`config.mk`:
```
export PLATFORM = sky130hd
export DESIGN_NAME = ram_arbiter_flat
export DESIGN_NICKNAME = d
export VERILOG_FILES = /design/src/rtl/ram_arbiter_if.sv /design/src/rtl/ram_arbiter.sv /design/src/flat_wrapper.sv
export SDC_FILE = /design/constraint.sdc
export NUM_CORES = 1
export LEC_CHECK = 0
export CAP_MARGIN = 20
export CORE_AREA = 2 2 99 101
export CTS_CLUSTER_SIZE = 28
export DETAILED_ROUTE_END_ITERATION = 8
export DIE_AREA = 0 0 101 103
export PLACE_DENSITY = 0.75
export REMOVE_ABC_BUFFERS = 1
export SLEW_MARGIN = 15
export SYNTH_ARGS = -nofsm -noshare
export SYNTH_HDL_FRONTEND = slang
export SYNTH_SLANG_ARGS = --single-unit
```
`constraint.sdc`:
```
create_clock -name clk -period 2.3 [get_ports clk]
set_input_delay 0.69 -clock clk [delete_from_list [all_inputs] [get_ports clk]]
set_output_delay 0.69 -clock clk [all_outputs]
set_load 0.01 [all_outputs]
```
`src/rtl/ram_arbiter_if.sv`:
```
// Requester-side bus bundle for ram_arbiter: level request, registered
// grant, single-cycle rd/wr pulses and the routed completion path.
interface ram_arbiter_if #(
    parameter int ADDRESS_WIDTH = 16
);
    logic                     req;
    logic                     gnt;
    logic [ADDRESS_WIDTH-1:0] address;
    logic                     rd;
    logic                     wr;
    logic [31:0]              data_wr;
    logic [31:0]              data_rd;
    logic                     data_valid;

    // Requester view: drives the request and access pulses, sees grant and completion.
    modport master (
        output req, address, rd, wr, data_wr,
        input  gnt, data_rd, data_valid
    );

    // Arbiter view: samples the requester, returns grant and completion.
    modport slave (
        input  req, address, rd, wr, data_wr,
        output gnt, data_rd, data_valid
    );
endinterface

```
`src/rtl/ram_arbiter.sv`:
```
// Two-requester arbiter in front of a single-port RAM. A requester keeps the
// grant for as long as it holds req (no preemption). Ties from IDLE are broken
// by an alternating priority pointer. At most one RAM access is in flight; a
// new one may be issued on the cycle the previous one completes. Completions
// are routed by the owner captured at issue time, so a response that lands
// after the grant has moved on still reaches the right requester. Protocol
// violations raise a sticky proto_err.
module ram_arbiter #(
    parameter int ADDRESS_WIDTH = 16
) (
    input  logic                     clk,
    input  logic                     rst,
    ram_arbiter_if.slave             m0,
    ram_arbiter_if.slave             m1,
    output logic [ADDRESS_WIDTH-1:0] ram_address,
    output logic                     ram_rd,
    output logic                     ram_wr,
    output logic [31:0]              ram_data_wr,
    input  logic [31:0]              ram_data_rd,
    input  logic                     ram_data_valid,
    output logic                     proto_err
);

    typedef enum logic [1:0] {
        IDLE   = 2'd0,
        GRANT0 = 2'd1,
        GRANT1 = 2'd2
    } state_t;

    state_t state_q;
    state_t state_d;
    logic   prio_q;
    logic   prio_d;
    logic   outstanding_q;
    logic   outstanding_d;
    logic   owner_q;
    logic   owner_d;
    logic   proto_err_q;
    logic   proto_err_d;
    // High only during the first cycle after reset is released: a stale
    // completion from an aborted access is tolerated then, and no grant is
    // given so the first grant lands on the second edge.
    logic   fresh_q;
    logic   fresh_d;

    logic   busy;
    logic   issue;
    logic   m0_access;
    logic   m1_access;
    logic   violation;

    // Grants are pure decodes of the state register.
    assign m0.gnt    = (state_q == GRANT0);
    assign m1.gnt    = (state_q == GRANT1);
    assign proto_err = proto_err_q;

    // Forward the granted requester onto the RAM bus, throttled while an access is in flight.
    always_comb begin
        busy        = outstanding_q & ~ram_data_valid;
        m0_access   = m0.rd | m0.wr;
        m1_access   = m1.rd | m1.wr;
        ram_address = '0;
        ram_data_wr = '0;
        ram_rd      = 1'b0;
        ram_wr      = 1'b0;
        case (state_q)
            GRANT0: begin
                ram_address = m0.address;
                ram_data_wr = m0.data_wr;
                ram_rd      = m0.rd & ~busy;
                ram_wr      = m0.wr & ~busy & ~m0.rd;
            end
            GRANT1: begin
                ram_address = m1.address;
                ram_data_wr = m1.data_wr;
                ram_rd      = m1.rd & ~busy;
                ram_wr      = m1.wr & ~busy & ~m1.rd;
            end
            default: begin
            end
        endcase
        issue = ram_rd | ram_wr;
    end

    // Route RAM completions to whoever issued the access in flight.
    always_comb begin
        m0.data_rd    = (owner_q == 1'b0) ? ram_data_rd : '0;
        m1.data_rd    = (owner_q == 1'b1) ? ram_data_rd : '0;
        m0.data_valid = ram_data_valid & outstanding_q & (owner_q == 1'b0);
        m1.data_valid = ram_data_valid & outstanding_q & (owner_q == 1'b1);
    end

    // Detect protocol violations and accumulate them into the sticky flag.
    always_comb begin
        violation = 1'b0;
        if (m0_access && (state_q != GRANT0)) begin
            violation = 1'b1;
        end
        if (m1_access && (state_q != GRANT1)) begin
            violation = 1'b1;
        end
        if ((state_q == GRANT0) && m0_access && busy) begin
            violation = 1'b1;
        end
        if ((state_q == GRANT1) && m1_access && busy) begin
            violation = 1'b1;
        end
        if (ram_data_valid && !outstanding_q && !fresh_q) begin
            violation = 1'b1;
        end
        proto_err_d = proto_err_q | violation;
    end

    // Track the single in-flight access and remember who issued it.
    always_comb begin
        outstanding_d = outstanding_q;
        owner_d       = owner_q;
        if (issue) begin
            outstanding_d = 1'b1;
            owner_d       = (state_q == GRANT1);
        end else if (ram_data_valid) begin
            outstanding_d = 1'b0;
        end
    end

    // Grant selection and release; a grant is only dropped once req is low and nothing is pending.
    always_comb begin
        state_d = state_q;
        prio_d  = prio_q;
        fresh_d = 1'b0;
        case (state_q)
            IDLE: begin
                if (!fresh_q) begin
                    if (m0.req && m1.req) begin
                        state_d = prio_q ? GRANT1 : GRANT0;
                        prio_d  = ~prio_q;
                    end else if (m0.req) begin
                        state_d = GRANT0;
                    end else if (m1.req) begin
                        state_d = GRANT1;
                    end
                end
            end
            GRANT0: begin
                if (!m0.req && !outstanding_q && !issue) begin
                    state_d = IDLE;
                end
            end
            GRANT1: begin
                if (!m1.req && !outstanding_q && !issue) begin
                    state_d = IDLE;
                end
            end
            default: begin
                state_d = IDLE;
            end
        endcase
    end

    // State registers, cleared asynchronously so an aborted access is dropped at once.
    always_ff @(posedge clk or negedge rst) begin
        if (!rst) begin
            state_q       <= IDLE;
            prio_q        <= 1'b0;
            outstanding_q <= 1'b0;
            owner_q       <= 1'b0;
            proto_err_q   <= 1'b0;
            fresh_q       <= 1'b1;
        end else begin
            state_q       <= state_d;
            prio_q        <= prio_d;
            outstanding_q <= outstanding_d;
            owner_q       <= owner_d;
            proto_err_q   <= proto_err_d;
            fresh_q       <= fresh_d;
        end
    end

endmodule

```
`src/flat_wrapper.sv`:
```
// flat-port wrapper written by rule: the top's interface ports become plain ports
module ram_arbiter_flat 
#(
    parameter int ADDRESS_WIDTH = 16
)
  (clk, rst, ram_address, ram_rd, ram_wr, ram_data_wr, ram_data_rd, ram_data_valid, proto_err, m0_req, m0_address, m0_rd, m0_wr, m0_data_wr, m0_gnt, m0_data_rd, m0_data_valid, m1_req, m1_address, m1_rd, m1_wr, m1_data_wr, m1_gnt, m1_data_rd, m1_data_valid);
  ram_arbiter_if #(.ADDRESS_WIDTH(ADDRESS_WIDTH)) m0_i ();
  ram_arbiter_if #(.ADDRESS_WIDTH(ADDRESS_WIDTH)) m1_i ();
  input  logic clk;
  input  logic rst;
  output logic [ADDRESS_WIDTH-1:0] ram_address;
  output logic ram_rd;
  output logic ram_wr;
  output logic [31:0] ram_data_wr;
  input  logic [31:0] ram_data_rd;
  input  logic ram_data_valid;
  output logic proto_err;
  input wire logic [$bits(m0_i.req)-1:0] m0_req;
  input wire logic [$bits(m0_i.address)-1:0] m0_address;
  input wire logic [$bits(m0_i.rd)-1:0] m0_rd;
  input wire logic [$bits(m0_i.wr)-1:0] m0_wr;
  input wire logic [$bits(m0_i.data_wr)-1:0] m0_data_wr;
  output wire logic [$bits(m0_i.gnt)-1:0] m0_gnt;
  output wire logic [$bits(m0_i.data_rd)-1:0] m0_data_rd;
  output wire logic [$bits(m0_i.data_valid)-1:0] m0_data_valid;
  input wire logic [$bits(m1_i.req)-1:0] m1_req;
  input wire logic [$bits(m1_i.address)-1:0] m1_address;
  input wire logic [$bits(m1_i.rd)-1:0] m1_rd;
  input wire logic [$bits(m1_i.wr)-1:0] m1_wr;
  input wire logic [$bits(m1_i.data_wr)-1:0] m1_data_wr;
  output wire logic [$bits(m1_i.gnt)-1:0] m1_gnt;
  output wire logic [$bits(m1_i.data_rd)-1:0] m1_data_rd;
  output wire logic [$bits(m1_i.data_valid)-1:0] m1_data_valid;
  assign m0_i.req = m0_req;
  assign m0_i.address = m0_address;
  assign m0_i.rd = m0_rd;
  assign m0_i.wr = m0_wr;
  assign m0_i.data_wr = m0_data_wr;
  assign m0_gnt = m0_i.gnt;
  assign m0_data_rd = m0_i.data_rd;
  assign m0_data_valid = m0_i.data_valid;
  assign m1_i.req = m1_req;
  assign m1_i.address = m1_address;
  assign m1_i.rd = m1_rd;
  assign m1_i.wr = m1_wr;
  assign m1_i.data_wr = m1_data_wr;
  assign m1_gnt = m1_i.gnt;
  assign m1_data_rd = m1_i.data_rd;
  assign m1_data_valid = m1_i.data_valid;
  ram_arbiter #(.ADDRESS_WIDTH(ADDRESS_WIDTH)) u_core (.clk(clk), .rst(rst), .m0(m0_i), .m1(m1_i), .ram_address(ram_address), .ram_rd(ram_rd), .ram_wr(ram_wr), .ram_data_wr(ram_data_wr), .ram_data_rd(ram_data_rd), .ram_data_valid(ram_data_valid), .proto_err(proto_err));
endmodule
```
==> results of run 1 <==
cell type report:
class	count	area share
Sequential cell	7	0.0324
Multi-Input combinational cell	203	0.345
Inverter	3	0.00207
Clock buffer	3	0.00757
Clock inverter	1	0.000918
Timing Repair Buffer	311	0.586
Tap cell	114	0.0262
cells by family (layout without fill, tap and decap cells):
| logic type | after synthesis | count (layout) | share of synthesized area |
|---|---|---|---|
| multiplexers | 2 | 2 | 0.0121 |
| flip-flops | 7 | 7 | 0.107 |
| AND/OR/NAND/NOR | 135 | 135 | 0.508 |
| adder cells (fa/ha/maj) | 3 | 3 | 0.0227 |
| buffers and inverters | 27 | 318 | 0.0713 |
| other | 1 | 1 | 0.00227 |
| XOR/XNOR | 1 | 1 | 0.00531 |
| AO/OA/AOI/OAI | 61 | 61 | 0.271 |
registers in the layout (all words and copies together), names as in the netlist:
name,cells
u_core.state_q,2
u_core.proto_err,1
u_core.prio_q,1
u_core.outstanding_q,1
u_core.owner_q,1
u_core.fresh_q,1
cells in the mapped netlist, drive strengths merged, types with 2 or more instances:
master and n:
buf 8, nor2b 81, mux2i 2, clkbuf 16, inv 3, ha 3, nand3 3, nand2 6
nor2 5, a21oi 3, o21ai 3, and2 32, a22oi 48, dfrtp 6
layer usage:
metal,up-vias,track usage
met5,-,0
met4,0,0.0520
met3,27,0.0149
met2,115,0.354
met1,1362,0.250
li1,1408,-
where the power goes:
part	switching [mW]	total [mW]	internal [mW]
Combinational	2.42	5.72	3.30
Clock	0.0564	0.174	0.117
Sequential	0.0392	0.207	0.168
path summary, 6_finish.rpt:
check | slack, ns | from | cells after the start | to
max in group asynchronous | 1.31 | rst | 1 | u_core.fresh_q$_DFF_PN1_
max | -0.16 | u_core.state_q[1]$_DFFE_PN0P_ | 8 | ram_data_wr[3]
min | 0.47 | u_core.prio_q$_DFFE_PN0P_ | 1 | u_core.prio_q$_DFFE_PN0P_
min in group asynchronous | 0.71 | rst | 1 | u_core.prio_q$_DFFE_PN0P_
min reg2reg | 0.47 | u_core.prio_q$_DFFE_PN0P_ | 1 | u_core.prio_q$_DFFE_PN0P_
max reg2reg | 0.34 | u_core.state_q[1]$_DFFE_PN0P_ | 10 | u_core.state_q[0]$_DFFE_PN0P_
cell usage in the layout (no fill, tap or decap), types with 3 or more instances in the layout:
cell             Yosys  layout
a22oi_2              0      47
nor2_1               5       3
nor2b_4              0      25
and2_1              32      32
clkbuf_8             0       3
buf_16               0       8
buf_4                0      19
dlygate4sd2_1        0      55
nor2b_2              0       7
ha_4                 0       3
nor2b_1             81      49
dfrtp_1              6       6
buf_8                0       6
clkdlybuf4s50_1      0     132
buf_12               0      11
buf_6                1      36
buf_2                7      25
clkdlybuf4s15_1      0       7
clkbuf_2             0       7
nand2_1              6       5
nand3_1              3       3
worst reg2reg max path: cells and delay by family (launching register included):
family,cells,cell delay [ns]
buffers and inverters,5,0.66
DFF,1,0.40
AOI/OAI and AO/OA,2,0.28
adders and majority gates,1,0.18
and+or+nand+nor,1,0.18
muxes,1,0.14
timing repair:
| item | 4_1_cts | 5_1_grt |
|---|---|---|
| setup endpoints to repair | 118 | 65 |
| hold endpoints to repair | 0 | 0 |
| cloned | 10 | 2 |
| buffers inserted | 21 | 8 |
| resized for setup | 361 | 103 |
| pin swaps | 8 | 10 |
==> key figures, run 1 <==
Status
  • Status: complete, but fails checks
  • Failing checks: setup timing

Timing
  • Final period util: 1.07
  • Final Worst Setup Slack: -0.156 ns
  • RSZ-0062 raised after global routing: yes
  • Post-route setup TNS: -3.64 ns
  • Max-slew violation count: 0
  • Fin. Hold Viols: 0
  • Final setup violation count: 44
  • Fmax: 407 MHz
  • Skew final: 0.000447 ns
  • Fin Hold WS: 0.474 ns
  • Min Tclk post-route: 2.46 ns

Placement
  • Port Buf Inserts: 255
  • DP Cell Count: 604
  • Final Wtd Congestion: 0.967
  • Pre-CTS worst setup slack: -0.737 ns
  • Placed inst area: 4470 um^2
  • HPWL after detailed placement: 7290 um

Synthesis
  • Post-synth cell types: 34
  • Most area-consuming cells after synthesis: nor2b_1 (31%), a22oi_1 (22%), and2_1 (12%), dfrtp_1 (9.1%), clkbuf_1 (3.6%)
  • Ys flop type: dfrtp_1
  • Syn Inst Count: 237
  • Number of synthesized flops with an enable pin: 0
  • Post-synthesis async set-or-reset flop share: 1.00
  • Post-synthesis instance area: 1650 um^2
  • Sequential share of the synthesized area: 0.107
  • Share of the synthesized area in the top cell type: 0.307
  • Syn Area/Cell: 6.96 um^2
  • Warnings, synthesis: 0
  • Yosys reg bits: 7
  • Cell accounting for the most synthesized area: nor2b_1

Cells and area
  • Area delta synth->final: 230%
  • Nets: 669
  • FF/Latch Area: 176 um^2
  • Final Core Density: 0.576
  • Share of cells above drive strength 1: 0.405
  • # diodes: 0
  • Area of the multi-input gates: 1880 um^2
  • Post-Layout Cell Count: 642
  • Layout Cell Area excl Fill: 5450 um^2
  • Fill cells: 809

Clocking
  • Clock sinks: 7
  • Worst skew pair latency: 0.23 ns
  • Clock slew at reported path FFs: 0.04 ns
  • CTS tree: yes
  • CTS Root Cell: clkbuf_8
  • H-tree depth reported by CTS: 1
  • # hold bufs at CTS: 0
  • CTS max path bufs: 2
  • TritonCTS Buffers: 3

Critical path
  • Worst Path Buf+Inv: 6
  • Crit path DAT: 1.77 ns
  • CP cell instances: inv_2 -> buf_12 -> ha_4 -> buf_12 -> buf_12 -> buf_16 -> nor2b_1 -> buf_2
  • Startpoint types: flip-flop
  • CP most frequent cell: buf_12
  • Slowest-stage cell, CP: dfrtp_1
  • Worst setup path class: flip-flop to output port
  • CP peak stage delay: 0.38 ns
  • Crit path max fanout: 12
  • Family with the most delay on the worst path: buffers and inverters
  • Critical Path End Type: output port
  • Required @ worst endpoint: 1.61 ns

Detailed routing
  • Residual DRC: 0
  • First drt pass iteration count: 4
  • Highest Signal Layer: met4
  • Iteration-0 DRC Markers: 53
  • Total number of vias: 2912
  • Met2 WL: 6480 um
  • WL/cell: 18.5 um
  • DRT antenna net count: 0
  • WL final: 11800 um
  • Post-DR vias/cell: 4.54
  • Met1 Wirelength: 4680 um
  • Met3 wire len: 438 um

Floorplan
  • Starting utilization of the core area: 0.174
  • Chip Width: 101 um
  • Io pins: 256
  • Die height: 103 um
  • Row cnt: 36
  • DIE AREA: 10400 um^2
  • Core area: 9460 um^2

Job
  • Max-cap violations: 0

Power
  • Total power: 6.10 mW
  • Pleak: 2.34 nW
  • Cell Pwr Density: 1120 nW/um^2
  • Worst ir drop on vdd: 0.623 mV

Global route
  • Total GRT Usage: 0.195
  • Pin count of the biggest net entering global routing: 69
  • Vias in the first global route: 2841
  • GR Overflow Total: 0
  • Initial antenna violation count: 0
  • First-pass GRT wire length: 15900 um

Hold path
  • Worst hold path type: flip-flop to flip-flop
No activity file was read; power rests on OpenSTA's default activity.
==> run 2, diff against run 1 <==
Settings changed: PLACE_DENSITY 0.75 to 0.66.
==> key figures, run 2 (synthesis gave the netlist of run 1 again) <==
Timing
  • Final period util: 0.991
  • Fin Hold WS: 0.474 ns
  • Post-route setup TNS: 0 ns
  • Max-slew violation count: 0
  • Skew final: 0.00368 ns
  • Fin. Hold Viols: 0
  • Final setup violation count: 0
  • RSZ-0062 raised after global routing: yes
  • Fmax: 439 MHz
  • Min Tclk post-route: 2.28 ns

Status
  • Status: finished, final reports clean

Job
  • Max-cap violations: 0

Cells and area
  • Post-Layout Cell Count: 613
  • Max reg flops: 2
  • Commonest non-fill, non-tap cell in the layout: clkdlybuf4s50_1
  • Share of cells above drive strength 1: 0.233
  • Area delta synth->final: 170%
  • Reg with most FFs: u_core.state_q
  • Fill cells: 1001
  • Nets: 639
  • Final Core Density: 0.471
  • Most frequent cells in the layout: clkdlybuf4s50_1 (132), nor2b_1 (73), dlygate4sd2_1 (60)

Power
  • Cell Pwr Density: 917 nW/um^2
  • Pleak: 1.97 nW
  • Total power: 4.09 mW
  • Worst ir drop on vdd: 0.340 mV

Clocking
  • Clock sinks: 7
  • # hold bufs at CTS: 0
  • Clock slew at reported path FFs: 0.04 ns
  • Worst skew pair latency: 0.23 ns
  • CTS tree: yes
  • TritonCTS Buffers: 3
  • CTS Root Cell: clkbuf_8
  • H-tree depth reported by CTS: 1
  • CTS max path bufs: 2

Critical path
  • Required @ worst endpoint: 1.61 ns
  • Reg2Reg Depth: 7
  • Worst r2r src: u_core.state_q[0]$_DFFE_PN0P_
  • Crit path max fanout: 2
  • Startpoint types: input port
  • Crit path DAT: 1.59 ns
  • Critical Path End Type: output port
  • Worst setup path class: input port to output port
  • Worst R2R End: u_core.state_q[1]$_DFFE_PN0P_
  • Flop2flop setup slack: 0.59 ns

Global route
  • Vias in the first global route: 2638
  • First-pass GRT wire length: 13600 um
  • Pin count of the biggest net entering global routing: 53
  • GR Overflow Total: 0
  • Total GRT Usage: 0.165
  • Initial antenna violation count: 1

Detailed routing
  • Post-DR vias/cell: 4.51
  • Iteration-0 DRC Markers: 50
  • First drt pass iteration count: 4
  • Residual DRC: 0
  • WL/cell: 15.8 um
  • WL final: 9680 um
  • DRT antenna net count: 0
  • Total number of vias: 2767

Floorplan
  • Starting utilization of the core area: 0.174
  • Core area: 9460 um^2
  • Io pins: 256
  • Die height: 103 um
  • Chip Width: 101 um
  • DIE AREA: 10400 um^2
  • Row cnt: 36

Hold path
  • Worst hold path type: flip-flop to flip-flop
  • Startpoint of the worst hold path: u_core.prio_q$_DFFE_PN0P_
  • Hold endpoint: u_core.prio_q$_DFFE_PN0P_
  • Hold depth: 1

Placement
  • DP Cell Count: 601
  • Final Wtd Congestion: 0.766
  • Port Buf Inserts: 255
  • HPWL after detailed placement: 7740 um
## run 2: worst max-delay path, stage by stage
cell             delay, ns
clkdlybuf4s50_1       0.52
nor2b_1               0.14
clkdlybuf4s15_1       0.24
## run 2: per-stage QoR
| stage | area [um^2] | worst slack (ns) |
|---|---|---|
| 3_3_place_gp | 4460 | -0.608 |
| 3_5_place_dp | 4460 | -0.617 |
| 2_1_floorplan | 1540 | -0.568 |
| 5_1_grt | 4450 | -0.0299 |
| 4_1_cts | 4490 | -0.0330 |
| 6_report | 4450 | 0.0199 |
## run 2: worst max-delay path by stage
stage | start | endpoint | slack [ns]
2_1_floorplan | u_core.state_q[1]$_DFFE_PN0P_ | ram_wr | -0.57
3_3_place_gp | m0_rd | ram_rd | -0.61
3_5_place_dp | m0_rd | ram_wr | -0.62
4_1_cts | m1_wr | ram_wr | -0.03
5_1_grt | u_core.state_q[1]$_DFFE_PN0P_ | ram_wr | -0.03
6_report | ram_data_rd[27] | m0_data_rd[27] | 0.02
## run 2: final cells by class
cell class | instances | area [um^2] | share of cell area
timing repair buffer | 281 | 2560 | 0.576
multi-input combinational | 203 | 1510 | 0.339
sequential | 7 | 176 | 0.0396
tap | 114 | 143 | 0.0320
clock buffer | 4 | 45.0 | 0.0101
inverter | 3 | 11.3 | 0.00253
antenna | 1 | 2.50 | 0.000562
## run 2: report_power, final
part           internal [mW]  switching, mW  leakage, nW
Combinational           1.99           1.72         1.87
Clock                  0.120         0.0546       0.0228
Sequential             0.168         0.0354       0.0809
## run 2: repair_timing
action,in CTS,in global routing
resized for setup,266,48
setup endpoints to repair,118,46
gates cloned,3,0
buffers inserted,4,0
pin swaps,6,3
## run 2: routing by layer
layer | up-vias | part of all wire | global-route usage
met5 | - | 0 | 0
met4 | 0 | 0.014 | 0.0281
met3 | 10 | 0.096 | 0.0468
met2 | 160 | 0.55 | 0.326
met1 | 1254 | 0.34 | 0.176
li1 | 1343 | - | -
